[src/rtl/acc_pkg.sv]
// Shared accelerator definitions: default datapath widths and the fetch FSM encoding.
package acc_pkg;

  localparam int unsigned DEFAULT_INPUT_WIDTH  = 512;
  localparam int unsigned DEFAULT_OUTPUT_WIDTH = 64;
  localparam int unsigned DEFAULT_CNT_W        = 32;

  typedef enum logic [1:0] {
    StIdle = 2'd0,
    StRun  = 2'd1,
    StDone = 2'd2
  } fetch_state_e;

endpackage

[src/rtl/ifm_fetch_ctrl_if.sv]
// IFM fetch bundle: conv control, AXI-Stream beat input and parser-facing outputs.
interface ifm_fetch_ctrl_if #(
    parameter int unsigned INPUT_WIDTH = acc_pkg::DEFAULT_INPUT_WIDTH,
    parameter int unsigned CNT_W       = acc_pkg::DEFAULT_CNT_W
);

    logic                   conv_start;
    logic [CNT_W-1:0]       num_beats;
    logic [INPUT_WIDTH-1:0] s_axis_tdata;
    logic                   s_axis_tvalid;
    logic                   s_axis_tready;
    logic                   stall;
    logic [INPUT_WIDTH-1:0] fm_out;
    logic                   ifm_read;
    logic [5:0]             word_idx;
    logic                   busy;
    logic                   done;

    modport master (
        output conv_start, num_beats, s_axis_tdata, s_axis_tvalid, stall,
        input  s_axis_tready, fm_out, ifm_read, word_idx, busy, done
    );

    modport slave (
        input  conv_start, num_beats, s_axis_tdata, s_axis_tvalid, stall,
        output s_axis_tready, fm_out, ifm_read, word_idx, busy, done
    );

endinterface

[src/rtl/beat_fifo2.sv]
// Two-entry registered FIFO for full-width IFM beats; head entry is always visible on dout.
module beat_fifo2
    import acc_pkg::*;
#(
    parameter int unsigned WIDTH = DEFAULT_INPUT_WIDTH
) (
    input  logic             clk,
    input  logic             rst,
    input  logic             push,
    input  logic             pop,
    input  logic [WIDTH-1:0] din,
    output logic [WIDTH-1:0] dout,
    output logic             full,
    output logic             empty
);

    logic [WIDTH-1:0] mem [2];
    logic             rd_ptr;
    logic             wr_ptr;
    logic [1:0]       count;
    logic             do_push;
    logic             do_pop;

    assign full    = (count == 2'd2);
    assign empty   = (count == 2'd0);
    assign do_push = push & ~full;
    assign do_pop  = pop & ~empty;
    assign dout    = mem[rd_ptr];

    always_ff @(posedge clk or posedge rst) begin
        if (rst) begin
            mem[0] <= '0;
            mem[1] <= '0;
            rd_ptr <= 1'b0;
            wr_ptr <= 1'b0;
            count  <= 2'd0;
        end else begin
            if (do_push) begin
                mem[wr_ptr] <= din;
                wr_ptr      <= ~wr_ptr;
            end
            if (do_pop) begin
                rd_ptr <= ~rd_ptr;
            end
            count <= count + 2'(do_push) - 2'(do_pop);
        end
    end

endmodule

[src/rtl/ifm_fetch_ctrl.sv]
// IFM fetch controller: accepts programmed number of AXIS beats and strobes the parser per sub-word.
module ifm_fetch_ctrl
    import acc_pkg::*;
#(
    parameter int unsigned INPUT_WIDTH  = DEFAULT_INPUT_WIDTH,
    parameter int unsigned OUTPUT_WIDTH = DEFAULT_OUTPUT_WIDTH,
    parameter int unsigned CNT_W        = DEFAULT_CNT_W
) (
    input logic              clk,
    input logic              rst,
    ifm_fetch_ctrl_if.slave  bus
);

    localparam int unsigned MAX_CNT  = INPUT_WIDTH / OUTPUT_WIDTH;
    localparam logic [5:0]  LAST_IDX = 6'(MAX_CNT - 1);

    fetch_state_e           state;
    logic [CNT_W-1:0]       num_beats_q;
    logic [CNT_W-1:0]       beats_in;
    logic [CNT_W-1:0]       beats_out;
    logic [5:0]             word_idx;
    logic                   fifo_full;
    logic                   fifo_empty;
    logic [INPUT_WIDTH-1:0] fifo_dout;
    logic                   tready;
    logic                   push;
    logic                   read;
    logic                   pop;
    logic                   last_pop;

    // tready depends only on registered state so there is no path from tvalid
    assign tready   = (state == StRun) & ~fifo_full & (beats_in < num_beats_q);
    assign push     = bus.s_axis_tvalid & tready;
    assign read     = (state == StRun) & ~fifo_empty & ~bus.stall;
    assign pop      = read & (word_idx == LAST_IDX);
    assign last_pop = pop & ((beats_out + CNT_W'(1)) == num_beats_q);

    assign bus.s_axis_tready = tready;
    assign bus.ifm_read      = read;
    assign bus.word_idx      = word_idx;
    assign bus.fm_out        = fifo_dout;
    assign bus.busy          = (state == StRun) | (state == StDone);
    assign bus.done          = (state == StDone);

    beat_fifo2 #(
        .WIDTH (INPUT_WIDTH)
    ) u_fifo (
        .clk   (clk),
        .rst   (rst),
        .push  (push),
        .pop   (pop),
        .din   (bus.s_axis_tdata),
        .dout  (fifo_dout),
        .full  (fifo_full),
        .empty (fifo_empty)
    );

    always_ff @(posedge clk or posedge rst) begin
        if (rst) begin
            state       <= StIdle;
            num_beats_q <= '0;
            beats_in    <= '0;
            beats_out   <= '0;
            word_idx    <= '0;
        end else begin
            unique case (state)
                StIdle: begin
                    if (bus.conv_start) begin
                        num_beats_q <= bus.num_beats;
                        beats_in    <= '0;
                        beats_out   <= '0;
                        state       <= (bus.num_beats == '0) ? StDone : StRun;
                    end
                end
                StRun: begin
                    if (push) beats_in <= beats_in + CNT_W'(1);
                    if (pop) beats_out <= beats_out + CNT_W'(1);
                    if (read) word_idx <= (word_idx == LAST_IDX) ? 6'd0 : word_idx + 6'd1;
                    if (last_pop) state <= StDone;
                end
                StDone: begin
                    state     <= StIdle;
                    beats_in  <= '0;
                    beats_out <= '0;
                    word_idx  <= '0;
                end
                default: state <= StIdle;
            endcase
        end
    end

endmodule
[src/flat_wrapper.sv]
// flat-port wrapper written by rule: the top's interface ports become plain ports
module ifm_fetch_ctrl_flat import acc_pkg::*;
#(
    parameter int unsigned INPUT_WIDTH  = DEFAULT_INPUT_WIDTH,
    parameter int unsigned OUTPUT_WIDTH = DEFAULT_OUTPUT_WIDTH,
    parameter int unsigned CNT_W        = DEFAULT_CNT_W
)
  (clk, rst, bus_conv_start, bus_num_beats, bus_s_axis_tdata, bus_s_axis_tvalid, bus_stall, bus_s_axis_tready, bus_fm_out, bus_ifm_read, bus_word_idx, bus_busy, bus_done);
  ifm_fetch_ctrl_if #(.INPUT_WIDTH(INPUT_WIDTH), .CNT_W(CNT_W)) bus_i ();
  input logic clk;
  input logic rst;
  input wire logic [$bits(bus_i.conv_start)-1:0] bus_conv_start;
  input wire logic [$bits(bus_i.num_beats)-1:0] bus_num_beats;
  input wire logic [$bits(bus_i.s_axis_tdata)-1:0] bus_s_axis_tdata;
  input wire logic [$bits(bus_i.s_axis_tvalid)-1:0] bus_s_axis_tvalid;
  input wire logic [$bits(bus_i.stall)-1:0] bus_stall;
  output wire logic [$bits(bus_i.s_axis_tready)-1:0] bus_s_axis_tready;
  output wire logic [$bits(bus_i.fm_out)-1:0] bus_fm_out;
  output wire logic [$bits(bus_i.ifm_read)-1:0] bus_ifm_read;
  output wire logic [$bits(bus_i.word_idx)-1:0] bus_word_idx;
  output wire logic [$bits(bus_i.busy)-1:0] bus_busy;
  output wire logic [$bits(bus_i.done)-1:0] bus_done;
  assign bus_i.conv_start = bus_conv_start;
  assign bus_i.num_beats = bus_num_beats;
  assign bus_i.s_axis_tdata = bus_s_axis_tdata;
  assign bus_i.s_axis_tvalid = bus_s_axis_tvalid;
  assign bus_i.stall = bus_stall;
  assign bus_s_axis_tready = bus_i.s_axis_tready;
  assign bus_fm_out = bus_i.fm_out;
  assign bus_ifm_read = bus_i.ifm_read;
  assign bus_word_idx = bus_i.word_idx;
  assign bus_busy = bus_i.busy;
  assign bus_done = bus_i.done;
  ifm_fetch_ctrl #(.INPUT_WIDTH(INPUT_WIDTH), .OUTPUT_WIDTH(OUTPUT_WIDTH), .CNT_W(CNT_W)) u_core (.clk(clk), .rst(rst), .bus(bus_i));
endmodule
[config.mk]
export PLATFORM = sky130hd
export DESIGN_NAME = ifm_fetch_ctrl_flat
export DESIGN_NICKNAME = d
export VERILOG_FILES = /design/src/rtl/acc_pkg.sv /design/src/rtl/ifm_fetch_ctrl_if.sv /design/src/rtl/beat_fifo2.sv /design/src/rtl/ifm_fetch_ctrl.sv /design/src/flat_wrapper.sv
export SDC_FILE = /design/constraint.sdc
export NUM_CORES = 2
export LEC_CHECK = 0
export CAP_MARGIN = 25
export CELL_PAD_IN_SITES_DETAIL_PLACEMENT = 1
export CELL_PAD_IN_SITES_GLOBAL_PLACEMENT = 1
export CORE_AREA = 4 4 429 431
export CTS_BUF_LIST = sky130_fd_sc_hd__clkbuf_8
export DETAILED_ROUTE_END_ITERATION = 8
export DIE_AREA = 0 0 433 435
export PLACE_DENSITY = 0.68
export REMOVE_ABC_BUFFERS = 1
export SLEW_MARGIN = 20
export SYNTH_ARGS = -nofsm -noshare
export SYNTH_HDL_FRONTEND = slang
export SYNTH_SLANG_ARGS = --single-unit
[constraint.sdc]
create_clock -name clk -period 46.4 [get_ports clk]
set_clock_uncertainty 0.2 [all_clocks]
set_input_delay 4.64 -clock clk [delete_from_list [all_inputs] [get_ports clk]]
set_output_delay 4.64 -clock clk [all_outputs]
set_load 0.03 [all_outputs]
; ---- Word-level counts from Yosys, hierarchy flattened
; Cells that the tools add are included.
[totals]
mem_bits_ro = 0
wordCells = 75
regBits = 1132
ramBits = 0
latchBits = 0
mem_count = 0
[op_classes]
n_div = 0
n_reduce_logical = 11
n_lt_le_gt_ge = 4
multipliers = 0
eq_ne = 10
bitwise_logic = 17
addsub = 5
muxes = 18
shifts = 0
[op_table]
columns = cell, n
row1 = $mux W512, 4
row2 = $bwmux W1024, 1
row3 = $demux W512 S1, 1
row4 = $pmux W32 S3, 2
row5 = $mux W32, 3
row6 = $add A32 B1 Y32 const B, 2
row7 = $eq A32 B32 Y1, 1
row8 = $logic_not A32 Y1, 1
row9 = $lt A32 B32 Y1, 1
row10 = $mux W6, 2
row11 = $pmux W6 S2, 1
row12 = $and A1 B1 Y1, 9
row13 = $add A6 B1 Y6 const B, 1
row14 = $eq A6 B3 Y1 const B, 1
row15 = $mux W2, 3
row16 = $ne A2 B1 Y1 const B, 3
row17 = $reduce_and A2 Y1, 3
row18 = $reduce_and A3 Y1, 2
row19 = $not A1 Y1, 5
row20 = $eq A2 B2 Y1 const B, 2
row21 = $ge A2 B2 Y1 const B, 2
row22 = $logic_not A2 Y1, 2
row23 = $ne A2 B2 Y1 const B, 2
row24 = $not A1 Y2, 2
row25 = 9 further kinds, 9

; ---- Depth between registers and ports, before layout
[depth]
depth_word = 8
ltp_mapped = 14
ltp_nobuf = 14

; ---- Modules after synthesis
; From an unflattened synthesis, not the netlist that was laid out.
[unflattened]
hier_cells = 3536
hier_area_um2 = 53359.9
[by_module_without_submodules]
columns = mod, n_inst, cells_each, area_per_inst_um2
row1 = beat_fifo2, 1, 2749, 46330.7
row2 = ifm_fetch_ctrl, 1, 787, 7029.2

; ---- Worst setup path before layout
; No wires, ideal clock.
[synth_timing]
path_kind = input to output
from = input bus_stall
to = output bus_ifm_read
path_slack_ns = 36.295
t_arrival_ns = 5.265
cell_stages = 2
required_ns = 41.560
path_cell_list = nand2b_1 > nor2_1
[synth_between]
elab_chain_cells = 2
[synth_rtl]
columns = element, line
row1 = from (decl), flat_wrapper.sv:16  ; input wire logic [$bits(bus_i.stall)-1:0] bus_stall;
row2 = $not A1 Y1, ifm_fetch_ctrl.sv:34  ; assign read = (state == StRun) & ~fifo_empty & ~bus.stall;
row3 = $and A1 B1 Y1, ifm_fetch_ctrl.sv:34
row4 = to (decl), flat_wrapper.sv:19  ; output wire logic [$bits(bus_i.ifm_read)-1:0] bus_ifm_read;
; No other way between the ends.

; ---- Final worst setup path
; Same ends and word-level chain as after synthesis.

==> results.md <==
* Count leader, synth: dfrtp_1
* Crit end category: primary output
* Mapped Cells at 3,560
* DR iter-0 viols at 1,424
* CTS Buf Count at 204
* Routability cong. at 0.820
* Routed Antenna Nets at 0
* Initial Util at 29.9%
* Setup TNS at 0 ns
* Die ar. at 0.188 mm²
* Clk Latency, worst-skew pair at 0.91 ns
* Yosys reg bits at 1,132
* Avg WL per Cell at 23.9 µm
* Post-DP HPWL at 124 mm
* Layout cell share with drive strength beyond 1 at 39.1%
* Power per cell area at 71.1 mW/mm²
* Synth area leaders: dfrtp_1, mux2_2, mux2_4, buf_12, mux2_1
* Clock sink total at 1,132
* Startpoint types: input pin
* Clock root cell: clkbuf_8
* Pleak at 29.8 nW
* Layout overhead on the synthesized area at 30.8%
* Post-synthesis cell type count at 76
* Final hold slack at 0.279 ns
* Placed cell count at 6,832
* Number of synthesized flops with an enable pin at 0
* CTS tree: done
* Top fanout value on the critical path at 3
* Fin cells at 7,234
* Buffers inserted by post-CTS timing repair at 0
* Final Hold Viols at 0
* Largest net degree at the start of global routing at 126
* Vias in the first global route at 37.5k
* Final Cell Area at 0.0704 mm²
* IO buf count at 1,070
* Ys flop type: dfrtp_1
* Max Cap Violations at 0
* First-pass GRT wire length at 254 mm
* Core Region at 0.180 mm²
* H-tree depth at 4
* Min-Delay Path Class: reg -> reg
* Io pins at 1,071
* Synthesized area per cell at 15.1 µm²
* Peak VDD IR at 0.0000390 V
* Initial antenna violation count at 68
* DRC Markers at 0
* Type of the worst setup path: in -> out
* Cell Area, Synth at 0.0538 mm²
* Final min period at 10.94 ns
* Synth top area share at 52.6%
* Hold-fix buffer count after cts at 0
* FFs w/ async S/R, synth at 100%
* Remaining global-route overflow at 0
* Setup violators final at 0
* WL final at 173 mm
* Crit path required time at 41.56 ns
* RSZ-0062 raised after global routing: no
* Layout net count at 5,258
* Worst-margin pin slew at 1.12 ns
* Register area share after synthesis at 52.6%
* Area leader, netlist: dfrtp_1
* Synth warn at 0
* Data arrival, critical path at 6.10 ns
* Clk pin slew, worst setup/hold paths at 0.05 ns
* Commonest cells post-synth: dfrtp_1, mux2_2, mux2_4, clkbuf_1, nand2_1
* Detailed-route via count at 34.1k
* Rel. slew slack at 25.3%
* # fillers at 18.7k
* Tcrit/Tclk final at 23.6%
* Chip width at 433 µm
* Initial DRT Pass Iterations at 5
* Achievable frequency at 91.4 MHz
* Gr usage total at 17.8%
* Status: completed
* Rows at 156
* Max Slew Vio Count at 0
* DIE HEIGHT at 435 µm
* Placed cell area at 0.0660 mm²
* Vias per cell at 4.72
* Longest Clk Path Bufs at 3
* Resized Gates After CTS at 0
-- report_power, final --
group	internal, mW	switching, mW	total [mW]	leakage (nW)
Sequential	1.46	0.259	1.71	13.8
Clock	0.533	0.439	0.972	2.42
Combinational	1.18	1.14	2.32	13.6
Total	3.17	1.83	5.01	29.8
-- layer usage --
metal	routed length, µm	up-vias	global-route usage (%)
li1	-	15100	-
met1	69300	17800	20.9
met5	327	-	0
met2	86000	842	30.1
met3	11000	292	5.48
met4	6120	46	7.06
-- state kept, by name (all words and copies together) (netlist names) --
register and flops:
u_core.state 2, u_core.beats_in 32, u_core.u_fifo.mem 1024, u_core.bus.word_idx 6
u_core.beats_out 32, u_core.u_fifo.wr_ptr 1, u_core.u_fifo.rd_ptr 1, u_core.u_fifo.count 2
u_core.num_beats_q 32
-- layout make-up --
cell class	count	area [µm²]	area share (%)
Antenna cell	37	92.6	0.132
Timing Repair Buffer	1123	11200	15.9
Clock buffer	265	3650	5.18
Multi-Input combinational cell	2161	23400	33.2
Tap cell	2370	2970	4.21
Clock inverter	98	593	0.842
Sequential cell	1132	28300	40.2
Inverter	48	188	0.267
-- path summary, 6_finish.rpt --
check	start	end	slack, ns	cells past startpoint
min	u_core.u_fifo.mem[880]	u_core.u_fifo.mem[880]	0.28	1
min in group asynchronous	rst	u_core.u_fifo.mem[771]	4.12	2
max reg2reg	u_core.num_beats_q[17]	u_core.u_fifo.mem[978]	39.12	16
min reg2reg	u_core.u_fifo.mem[880]	u_core.u_fifo.mem[880]	0.28	1
max in group asynchronous	rst	u_core.u_fifo.mem[413]	36.21	9
max	bus_stall	bus_ifm_read	35.46	4
-- layout by cell type, fill, tap and decap left out, drive strengths merged, types with 4 or more instances in the layout --
cell type,Yosys,final
a211oi,11,11
a21o,13,13
a21oi,47,47
a22o,8,8
a31oi,13,13
and2,9,9
and3,28,28
and4,4,4
buf,134,53
bufinv,0,4
clkbuf,85,265
clkdlybuf4s50,0,1070
clkinv,1,10
clkinvlp,0,7
dfrtp,1132,1132
diode,0,37
ha,39,39
inv,47,125
mux2,1568,1568
mux2i,11,11
nand2,70,70
nand2b,5,5
nand3,38,38
nand4,30,30
nor2,33,33
nor3,39,39
nor4,19,19
o211ai,11,11
o21a,5,5
o21ai,51,51
o31ai,4,4
or3,8,8
or4,7,7
xnor2,32,32
xor2,15,15
-- critical path, stage by stage --
cell,delay (ns)
clkdlybuf4s50_1,0.41
nand2b_1,0.19
nor2_1,0.17
clkdlybuf4s50_1,0.69
-- logic make-up after synthesis --
family	count (synthesis)	share of synthesized area [%]
AOI/OAI and AO/OA	197	2.41
xor gates and xnor gates	47	0.765
adders and majority gates	39	0.907
buffers and inverters	267	3.92
DFF	1132	52.6
muxes	1579	36.4
and+or+nand+nor	299	2.99
-- metrics by stage --
| stage | total power [mW] | setup WS [ns] | util, % |
|---|---|---|---|
| 2_1_floorplan | 3.27 | 9.68 | - |
| 3_3_place_gp | 4.00 | 35.04 | 36.6 |
| 3_5_place_dp | 4.06 | 34.90 | 36.6 |
| 4_1_cts | 5.07 | 35.45 | 39.0 |
| 5_1_grt | 5.26 | 35.22 | 39.1 |
| 6_report | 5.01 | 35.46 | 39.1 |
No activity file was read; power rests on OpenSTA's default activity.
